## config.mk

```make
export PLATFORM = sky130hd
export DESIGN_NAME = i2s_capture_ctrl
export DESIGN_NICKNAME = d
export VERILOG_FILES = /design/src/rtl/i2s_cap_pkg.sv /design/src/rtl/i2s_cap_ostage.sv /design/src/rtl/i2s_capture_ctrl.sv
export SDC_FILE = /design/constraint.sdc
export NUM_CORES = 1
export LEC_CHECK = 0
export CAP_MARGIN = 20
export CORE_UTILIZATION = 53
export DETAILED_ROUTE_END_ITERATION = 10
export PLACE_DENSITY = 0.87
export SYNTH_ARGS = -nofsm -noshare
export SYNTH_HDL_FRONTEND = slang
export SYNTH_SLANG_ARGS = --single-unit
```

## constraint.sdc

```tcl
create_clock -name clk -period 6.05 [get_ports clk]
set_clock_uncertainty 0.05 [all_clocks]
set_input_delay 1.5125 -clock clk [delete_from_list [all_inputs] [get_ports clk]]
set_output_delay 1.5125 -clock clk [all_outputs]
set_load 0.005 [all_outputs]
```

## src/rtl/i2s_cap_pkg.sv

```systemverilog
// Shared types and defaults for the I2S capture sequencer.
// State encoding and counter widths.
package i2s_cap_pkg;

  localparam int CW_DEF = 16;
  localparam int TW_DEF = 24;

  localparam logic [2:0] ST_IDLE  = 3'd0;
  localparam logic [2:0] ST_FLUSH = 3'd1;
  localparam logic [2:0] ST_WAIT  = 3'd2;
  localparam logic [2:0] ST_CAP   = 3'd3;
  localparam logic [2:0] ST_DONE  = 3'd4;

endpackage

```

## src/rtl/i2s_cap_ostage.sv

```systemverilog
// Single-entry output register for the capture stream.
// clr drops the held word immediately.
module i2s_cap_ostage
  import i2s_cap_pkg::*;
(
  input  logic        clk,
  input  logic        rst_n,
  input  logic        clr,
  input  logic        load,
  input  logic [31:0] din,
  input  logic        ready,
  output logic        valid,
  output logic [31:0] data
);

  always_ff @(posedge clk or negedge rst_n) begin
    if (!rst_n) begin
      valid <= 1'b0;
      data  <= '0;
    end else if (clr) begin
      valid <= 1'b0;
    end else if (load) begin
      valid <= 1'b1;
      data  <= din;
    end else if (ready) begin
      valid <= 1'b0;
    end
  end

endmodule

```

## src/rtl/i2s_capture_ctrl.sv

```systemverilog
// Bounded-capture sequencer for one EF_I2S receiver.
// Flush, optional VAD wait, then drain sample_count words.
module i2s_capture_ctrl
  import i2s_cap_pkg::*;
#(
  parameter int CW = CW_DEF,
  parameter int TW = TW_DEF
) (
  input  logic          clk,
  input  logic          rst_n,
  input  logic          start,
  input  logic          abort,
  input  logic          vad_trig_en,
  input  logic [CW-1:0] sample_count,
  input  logic [TW-1:0] timeout,
  input  logic          vad_flag,
  input  logic          fifo_empty,
  input  logic          fifo_full,
  input  logic [31:0]   fifo_rdata,
  output logic          i2s_en,
  output logic          fifo_en,
  output logic          fifo_flush,
  output logic          fifo_rd,
  output logic          m_valid,
  output logic [31:0]   m_data,
  input  logic          m_ready,
  output logic          busy,
  output logic          done,
  output logic          timed_out,
  output logic          overrun
);

  logic [2:0]    state;
  logic [2:0]    state_nxt;
  logic [CW-1:0] remaining;
  logic [TW-1:0] tcnt;
  logic          accept;
  logic          slot;
  logic          rem_zero;
  logic          tmo_hit;

  assign accept   = (state == ST_IDLE) && start
                 && (|sample_count) && !abort;
  assign slot     = !m_valid || m_ready;
  assign rem_zero = (remaining == '0);
  assign tmo_hit  = (|timeout)
                 && (tcnt == timeout - TW'(1));

  always_ff @(posedge clk or negedge rst_n) begin
    if (!rst_n) state <= ST_IDLE;
    else        state <= state_nxt;
  end

  always_comb begin
    state_nxt = state;
    unique case (1'b1)
      (state == ST_IDLE):
        if (accept) state_nxt = ST_FLUSH;
      (state == ST_FLUSH):
        state_nxt = vad_trig_en ? ST_WAIT : ST_CAP;
      (state == ST_WAIT):
        if (vad_flag)     state_nxt = ST_CAP;
        else if (tmo_hit) state_nxt = ST_DONE;
      (state == ST_CAP):
        if (rem_zero && slot) state_nxt = ST_DONE;
      (state == ST_DONE):
        state_nxt = ST_IDLE;
      default:
        state_nxt = ST_IDLE;
    endcase
    if (abort) state_nxt = ST_IDLE;
  end

  always_comb begin
    i2s_en     = 1'b0;
    fifo_en    = 1'b0;
    fifo_flush = 1'b0;
    fifo_rd    = 1'b0;
    done       = 1'b0;
    unique case (1'b1)
      (state == ST_FLUSH): begin
        i2s_en     = 1'b1;
        fifo_flush = 1'b1;
      end
      (state == ST_WAIT):
        i2s_en = 1'b1;
      (state == ST_CAP): begin
        i2s_en  = 1'b1;
        fifo_en = 1'b1;
        fifo_rd = !fifo_empty && !rem_zero && slot;
      end
      (state == ST_DONE): begin
        i2s_en = 1'b1;
        done   = 1'b1;
      end
      default: ;
    endcase
  end

  assign busy = (state != ST_IDLE);

  always_ff @(posedge clk or negedge rst_n) begin
    if (!rst_n) begin
      remaining <= '0;
      tcnt      <= '0;
      timed_out <= 1'b0;
      overrun   <= 1'b0;
    end else begin
      if (accept)       remaining <= sample_count;
      else if (fifo_rd) remaining <= remaining - CW'(1);
      tcnt <= (state == ST_WAIT) ? tcnt + TW'(1) : '0;
      if (accept) begin
        timed_out <= 1'b0;
        overrun   <= 1'b0;
      end else begin
        // abort and a late VAD both outrank the timeout
        if (state == ST_WAIT && tmo_hit
            && !vad_flag && !abort)
          timed_out <= 1'b1;
        if (state == ST_CAP && fifo_full)
          overrun <= 1'b1;
      end
    end
  end

  i2s_cap_ostage u_ostage (
    .clk   (clk),
    .rst_n (rst_n),
    .clr   (abort),
    .load  (fifo_rd),
    .din   (fifo_rdata),
    .ready (m_ready),
    .valid (m_valid),
    .data  (m_data)
  );

endmodule

```

* After elaboration in Yosys (flattened, before gate mapping)
Index checks and enable logic that the tools add are counted.
Cells by class: $add $sub $neg 3, equality and inequality tests 8, multiplexer cells 22, bitwise logic cells 1, reduce and logical (&&, ||, !) cells 29
Operators by type and width (number):
- two-way mux 16 bit | 2
- adder 24 x 1 -> 24 bit (second input constant) | 1
- equality test 24 bit | 1
- two-way mux 24 bit | 1
- OR reduction 24 bit | 1
- subtractor 24 x 1 -> 24 bit (second input constant) | 1
- zero test 16 bit | 1
- OR reduction 16 bit | 1
- subtractor 16 x 1 -> 16 bit (second input constant) | 1
- two-way mux 3 bit | 5
- two-way mux 1 bit | 13
- one-hot mux 3 bit (4 select lines) | 1
- logical AND 1 bit | 11
- equality test 3 x 2 -> 1 bit (second input constant) | 2
- nonzero test 2 bit | 3
- nonzero test 3 bit | 2
- zero test 1 bit | 5
- inequality test 4 bit (second input constant) | 1
- OR reduction 4 bit | 1
- equality test 3 x 1 -> 1 bit (second input constant) | 1
- equality test 3 bit (second input constant) | 1
- zero test 3 bit | 1
- inequality test 3 x 2 -> 1 bit (second input constant) | 1
- inequality test 3 bit (second input constant) | 1
- 4 further kinds | 4
Storage, ports and cells: register bits after elaboration 78, input bits 81, output and inout bits 41, word-level logic and storage cells 70

* Depth between registers and ports, before layout
Gate-level depths: netlist of the first run.
word-level depth 8, gate-level depth with buffers 12, gate-level depth less buffers 11

* Hierarchy
Synthesis of the first run repeated with hierarchy kept, for this count alone.
Second synthesis, totals: cell total of the unflattened synthesis 469, area total of the unflattened synthesis 4659.5 µm²
By module, submodules not included:
- i2s_capture_ctrl | times used 1, cells each 396, area each 3260.6 µm²
- i2s_cap_ostage | times used 1, cells each 73, area each 1398.8 µm²

* Worst setup path before layout of the first run
No wires, ideal clock.
kind input -> register, start input timeout[0], end register state[1], library setup time 124 ps, arrival 4103 ps, data required time 5876 ps, setup slack 1773 ps, stages on the path 12, buffers on the path 2, cells stage by stage inv_1 ha_1 buf_2 or4b_4 or4_1 buf_2 or3_2 nand3_1 o22ai_1 nor4_2 nand2b_1 a21oi_1
Between the ends: word-level cells in the longest chain between the ends 5
RTL lines:
- from (decl) | line i2s_capture_ctrl.sv:15 | input logic [TW-1:0] timeout,
- subtractor 24 x 1 -> 24 bit | line i2s_capture_ctrl.sv:47 | && (tcnt == timeout - TW'(1));
- equality test 24 bit | line i2s_capture_ctrl.sv:47
- logical AND 1 bit * | line i2s_capture_ctrl.sv:47
- inequality test 4 bit (no line) *
- AND reduction 3 bit (no line) *
- to (signal assigned) | line i2s_capture_ctrl.sv:51 | else state <= state_nxt;
- to (decl) | line i2s_capture_ctrl.sv:33 | logic [2:0] state;
Mark *: on every way between the ends. The rest lies on a longest branch, timed or not. A chain may end at the register's enable or synchronous reset.

* Final worst setup path of the first run
start register remaining[0], end output fifo_rd
Between the ends: word-level cells in the longest chain between the ends 5
RTL lines:
- from (decl) | line i2s_capture_ctrl.sv:35 | logic [CW-1:0] remaining;
- from (signal assigned) | line i2s_capture_ctrl.sv:109 | if (accept) remaining <= sample_count;
- from (signal assigned) | line i2s_capture_ctrl.sv:110 | else if (fifo_rd) remaining <= remaining - CW'(1);
- zero test 16 bit | line i2s_capture_ctrl.sv:45 | assign rem_zero = (remaining == '0);
- zero test 1 bit | line i2s_capture_ctrl.sv:90 | fifo_rd = !fifo_empty && !rem_zero && slot;
- logical AND 1 bit (2 in a row) | line i2s_capture_ctrl.sv:90
- two-way mux 1 bit | line i2s_capture_ctrl.sv:80 | unique case (1'b1)
- to (decl) | line i2s_capture_ctrl.sv:23 | output logic fifo_rd,
Every way passes these cells.

==> run summary, run 1 <==
CP Cell Sequence = inv_1, ha_1, or4b_2, nor2b_1, or4b_2, nand2_1, inv_2, clkdlybuf4s50_1
Post-synthesis sequential area ratio = 42.8%
Vias in the first global route = 4,200
Max-Cap Viols = 0
Post-route total power = 1.28 mW
Slowest cell on crit path = or4b_2
Hpwl dp = 8590 um
Reg clk slew, reported paths = 0.08 ns
P&R area growth vs syn = 32.4%
Worst-Skew Late Latency = 0.35 ns
Critical path type = reg -> out
Fin. max-slew vios = 0
Ys async rst share = 100%
I/O pin count = 122
Met3 usage = 8.45%
Final-stage net count = 672
Post-Syn Instances = 475
Final worst-path cycle share = 85.2%
Hold Buf Count CTS = 0
CP top delay family = simple AND/OR/NAND/NOR gates
Final global-route overflow total = 0
Hold path endpoint = u_ostage.data[10]
CP Max Fanout = 14
CP startpoint kind = flop
CTS resizes = 0
Max Fclk = 194 MHz
Launch point of the worst reg-to-reg path = remaining[0]
Net Count, Synth = 560
R2R depth = 9
Setup Buffers After CTS = 0
Setup TNS = 0 ns
1st-iter DRT viols = 204
Root Buffer = clkbuf_8
Max VDD drop = 179 uV
RD Place Congestion = 0.943
Setup violators final = 0
CTS HTree Levels = 3
Largest net degree at the start of global routing = 79
Die Height = 94.7 um
Power Density = 212 nW/um^2
Layout cell share with drive strength beyond 1 = 10.3%
Syn Std Cell Area = 4560 um^2
Top Usage Layer GRT = met2
DP Cell Count = 681
Reg2reg setup slack = 2.47 ns
Headroom to the max-slew limit = 35.7%
Post-synthesis cell type count = 63
Fill cell count = 591
Post-synth EDFFs = 0
Period minus WS final = 5.15 ns
Finished Cell Area = 6030 um^2
Antenna-violating nets left = 0
Grt met1 use = 33.7%
CP required = 4.49 ns
Hold wc startpoint = u_ostage.data[10]
Core Area = 8260 um^2
Final WL = 11,600 um
Static leakage = 2.43 nW
Total CTS buffers = 9
Initial antenna violation count = 0
Wire per inst = 16.6 um
# DRC = 0
Outcome = complete, no violations
RSZ-0062 raised after global routing = no
Total number of vias = 4,138
Post-Layout Cell Count = 697
Top_reg_cell synth = dfrtp_1
Number of diodes = 0
Final worst slack = 0.895 ns
# port buffers = 121
Crit-path most repeated cell = or4b_2
Die area = 8970 um^2
Buf/Inv on CP = 3
Yosys warning count = 0
Crit path arrival time = 3.59 ns
# rows = 33
Clock sink count = 78
Tot GR Track Use = 27.8%
Drt pass-1 iters = 5
Final hold vios = 0
First-pass GRT wire length = 19,400 um
Syn avg cell area = 9.59 um^2
Worst Setup End Kind = primary output
CTS tree = done
Seq cells post-synth = 78
Starting Density = 55.2%
Via/cell ratio = 5.94
Die Wd = 94.7 um
Met2 Use GR = 47.2%
DP Worst Slack = 0.902 ns
Hold crit path type = reg -> reg
DP Area = 5810 um^2
Worst hold path depth = 1
Clock Tree Buf Depth = 2
CP max stage delay = 0.66 ns
Reg-to-reg endpoint = u_ostage.data[20]
Worst slew pin tran = 0.965 ns
layout make-up:
class	count	area [um^2]	share of cell area, %
multi-input combinational	360	2450	40.6
timing repair buffer	122	1220	20.2
clock buffer	10	128	2.12
inverter	16	60.1	0.995
clock inverter	6	93.8	1.56
tap	105	131	2.18
sequential	78	1950	32.4
cells by family (layout without fill, tap and decap cells):
kind of cell | count (synthesis) | in the layout | synth area share [%]
flip-flops | 78 | 78 | 42.8
AO/OA/AOI/OAI | 71 | 71 | 10.4
buffers and inverters | 37 | 154 | 3.40
AND/OR/NAND/NOR | 199 | 199 | 23.6
XOR/XNOR | 52 | 52 | 10.3
adder cells (fa/ha/maj) | 5 | 5 | 1.32
multiplexers | 33 | 33 | 8.15
worst max-delay path by stage:
stage                       from       end  slack [ns]  cells after the start
global route        remaining[0]   fifo_rd        0.73                      8
detailed placement    timeout[0]  state[1]        0.90                     11
finish              remaining[0]   fifo_rd        0.90                      8
CTS                 remaining[0]   fifo_rd        0.91                      8
global placement      timeout[0]  state[1]        1.04                     11
floorplan             timeout[0]  state[1]        1.77                     12
through the flow:
step           hold WS [ns]  utilization (%)
2_1_floorplan         0.422                -
3_3_place_gp          0.429             70.4
3_5_place_dp          0.433             70.4
4_1_cts               0.455             73.1
5_1_grt               0.470             73.1
6_report              0.451             73.1
state kept, by name, summed over array words and instances (netlist names):
register        cells
u_ostage.data      32
tcnt               24
remaining          16
state               3
overrun             1
timed_out           1
u_ostage.valid      1
layout by cell type (no fill, tap or decap), types with 7 or more instances in the layout:
| master | instances |
|---|---|
| nor3_1 | 18 |
| nand3_1 | 20 |
| or4_1 | 9 |
| or3_1 | 13 |
| dfrtp_1 | 78 |
| xor2_1 | 27 |
| mux2_2 | 32 |
| nand2_1 | 28 |
| a21oi_1 | 13 |
| inv_1 | 15 |
| nor4_1 | 17 |
| o21ai_0 | 22 |
| clkbuf_8 | 9 |
| xnor2_1 | 24 |
| nor2_1 | 48 |
| and3_1 | 7 |
| clkdlybuf4s50_1 | 120 |
synth_stat cells, types with 7 or more instances:
| master | count | area share (%) |
|---|---|---|
| or3_1 | 13 | 1.8 |
| clkbuf_1 | 13 | 1.1 |
| mux2_2 | 32 | 7.9 |
| o21ai_0 | 22 | 2.4 |
| nor2_1 | 49 | 4.0 |
| nor4_1 | 17 | 2.3 |
| buf_2 | 7 | 0.77 |
| and3_1 | 7 | 0.96 |
| nand2_1 | 28 | 2.3 |
| xnor2_1 | 24 | 4.6 |
| inv_1 | 15 | 1.2 |
| or4_1 | 9 | 1.5 |
| nand3_1 | 20 | 2.2 |
| dfrtp_1 | 78 | 43 |
| xor2_1 | 27 | 5.2 |
| a21oi_1 | 13 | 1.4 |
| nor3_1 | 18 | 2.0 |
layer usage:
layer	wire length (um)	up-vias
met5	0	-
met3	981	20
met2	5690	178
met1	4700	1991
li1	-	1949
met4	209	0
where the power goes:
group	total, mW	switching (mW)	leakage, nW	internal, mW
clock	0.434	0.198	0.107	0.235
combinational	0.243	0.0991	1.28	0.144
sequential	0.602	0.0361	1.05	0.566
total	1.28	0.333	2.43	0.945
Note: power is estimated with default switching activity, not from simulation.
==> inputs of run 2 (changes only) <==
Settings changed: CORE_UTILIZATION 53 to 50, PLACE_DENSITY 0.87 to 0.83, SLEW_MARGIN set to 20.
==> run 2 against run 1 <==
  * Sequential power hardly changed
  * Non-clock buffer count stayed put
  * Core utilization is 4.2 points lower
  * Clock power is 4% lower
  * Setup slack worse by 0.034 ns
  * Flip-flop and latch count stayed put
  * Hold slack worse by 0.0048 ns
  * Global-route usage is 2.8 points lower
==> run summary, run 2 (synthesized netlist as in run 1, its figures left out) <==
CP required = 4.49 ns
Net Sw Power = 0.333 mW
Total CTS buffers = 9
DP Area = 5820 um^2
CP Max Fanout = 14
Final worst-path cycle share = 85.8%
Buf/Inv on CP = 3
Core Area = 8760 um^2
Die Wd = 97.5 um
Worst slew pin tran = 0.968 ns
CTS HTree Levels = 3
Setup violators final = 0
Static leakage = 2.43 nW
Initial antenna violation count = 0
# DRC = 0
Register share of total power = 47.7%
Hold Buf Count CTS = 0
RSZ-0062 raised after global routing = no
Largest regs = u_ostage.data x32, tcnt x24, remaining x16
Total number of vias = 4,083
Hold path endpoint = u_ostage.data[10]
Period minus WS final = 5.19 ns
Commonest non-fill, non-tap cell in the layout = clkdlybuf4s50_1
Layout cell share with drive strength beyond 1 = 10.5%
CP top delay family = simple AND/OR/NAND/NOR gates
Power Density = 209 nW/um^2
Headroom to the max-slew limit = 35.4%
Starting Density = 52.0%
Setup TNS = 0 ns
Final WL = 11,400 um
Drt pass-1 iters = 5
Post-route total power = 1.26 mW
I/O pin count = 122
CP startpoint kind = flop
Root Buffer = clkbuf_8
Sw Share = 26.5%
Worst hold slack = 0.447 ns
Via/cell ratio = 5.83
Crit-path most repeated cell = or4b_2
R2R depth = 11
CP Cell Sequence = inv_1, ha_1, or4b_2, nor2b_1, or4b_2, nand2_1, inv_2, clkdlybuf4s50_1
Fin. max-slew vios = 0
Crit path from = remaining[0]
Setup Buffers After CTS = 0
Largest register FFs = 32
Worst hold path depth = 1
Worst Setup End Kind = primary output
Launch point of the worst reg-to-reg path = remaining[0]
CTS tree = done
1st-iter DRT viols = 264
P&R area growth vs syn = 32.3%
Hold wc startpoint = u_ostage.data[10]
Outcome = complete, no violations
Final worst slack = 0.861 ns
Antenna-violating nets left = 0
Reg2reg setup slack = 2.53 ns
Reg-to-reg endpoint = remaining[13]
Most flop-heavy register = u_ostage.data
Int Power = 0.927 mW
Slowest cell on crit path = or4b_2
Tot GR Track Use = 25.0%
Max VDD drop = 147 uV
Wire per inst = 16.4 um
Crit path arrival time = 3.63 ns
RD Place Congestion = 0.890
Combinational share of power = 19.4%
Die area = 9500 um^2
Clock share of power = 32.9%
CTS resizes = 0
Max-Cap Viols = 0
Largest net degree at the start of global routing = 79
Clock sink count = 78
CP max stage delay = 0.67 ns
Final hold vios = 0
# rows = 34
DP Worst Slack = 0.906 ns
Clock Tree Buf Depth = 2
Fill cell count = 686
Number of diodes = 0
Hold crit path type = reg -> reg
Die Height = 97.5 um
Final global-route overflow total = 0
Critical path type = reg -> out
Vias in the first global route = 4,116
Finished Cell Area = 6030 um^2
Most frequent cells in the layout = 120 x clkdlybuf4s50_1, 78 x dfrtp_1, 48 x nor2_1, 32 x mux2_2, 28 x nand2_1
# port buffers = 121
Max Fclk = 193 MHz
Hpwl dp = 8460 um
Worst-Skew Late Latency = 0.34 ns
Reg clk slew, reported paths = 0.09 ns
Final-stage net count = 672
First-pass GRT wire length = 19,300 um
[run 2: cell count changes in the layout (fill, tap and decap cells not counted)]
cell,before,now
bufinv_16,2,1
clkbuf_8,9,11
inv_6,1,2
clkinv_4,2,1
clkbuf_1,1,0
[run 2: final cells by class]
cell class                      instances  area (um^2)  share of cell area, %
Clock inverter                          5         63.8                   1.06
Sequential cell                        78         1950                   32.4
Clock buffer                           11          151                   2.51
Tap cell                              108          135                   2.24
Multi-Input combinational cell        360         2450                   40.7
Inverter                               16         60.1                  0.996
Timing Repair Buffer                  122         1220                   20.2
[run 2: worst register-to-register path: cells and delay by family (launching register included)]
kind            cells  cell delay, ns
simple gates        6            2.25
flops               1            0.39
buf+inv             2            0.28
fa+ha+maj           1            0.21
xor+xnor            1            0.14
compound gates      1            0.08
[run 2: power groups by stage]
stage / Clock (mW) / Sequential (mW) / Combinational (mW)
floorplan: 0 / 0.605 / 0.102
global placement: 0 / 0.608 / 0.236
detailed placement: 0 / 0.610 / 0.243
CTS: 0.426 / 0.600 / 0.245
global route: 0.448 / 0.607 / 0.266
finish: 0.415 / 0.601 / 0.244
[run 2: routing by layer]
layer / share of wire (%) / GRT usage [%]
met1: 43 / 32.9
met2: 48 / 40.2
met3: 7.6 / 7.34
met4: 1.3 / 7.01
met5: 0 / 0
[run 2: worst max-delay path by stage]
| stage | to | slack, ns | cells after the start |
|---|---|---|---|
| final | fifo_rd | 0.86 | 8 |
| after global routing | fifo_rd | 0.71 | 8 |
| after CTS | fifo_rd | 0.88 | 8 |
| after detailed placement | state[2] | 0.91 | 11 |
| after global placement | state[1] | 1.05 | 11 |
| after floorplan | state[1] | 1.77 | 12 |
[run 2: stage by stage]
stage	cells	utilization [%]
2_1_floorplan	475	-
3_3_place_gp	684	66.4
3_5_place_dp	684	66.4
4_1_cts	700	68.8
5_1_grt	700	68.8
6_report	700	68.8
==> inputs of run 3 (changes only) <==
Settings changed: CAP_MARGIN 20 to not set.
==> results of run 3 <==
Final layout, timing and power as in run 2 (identical DEF).
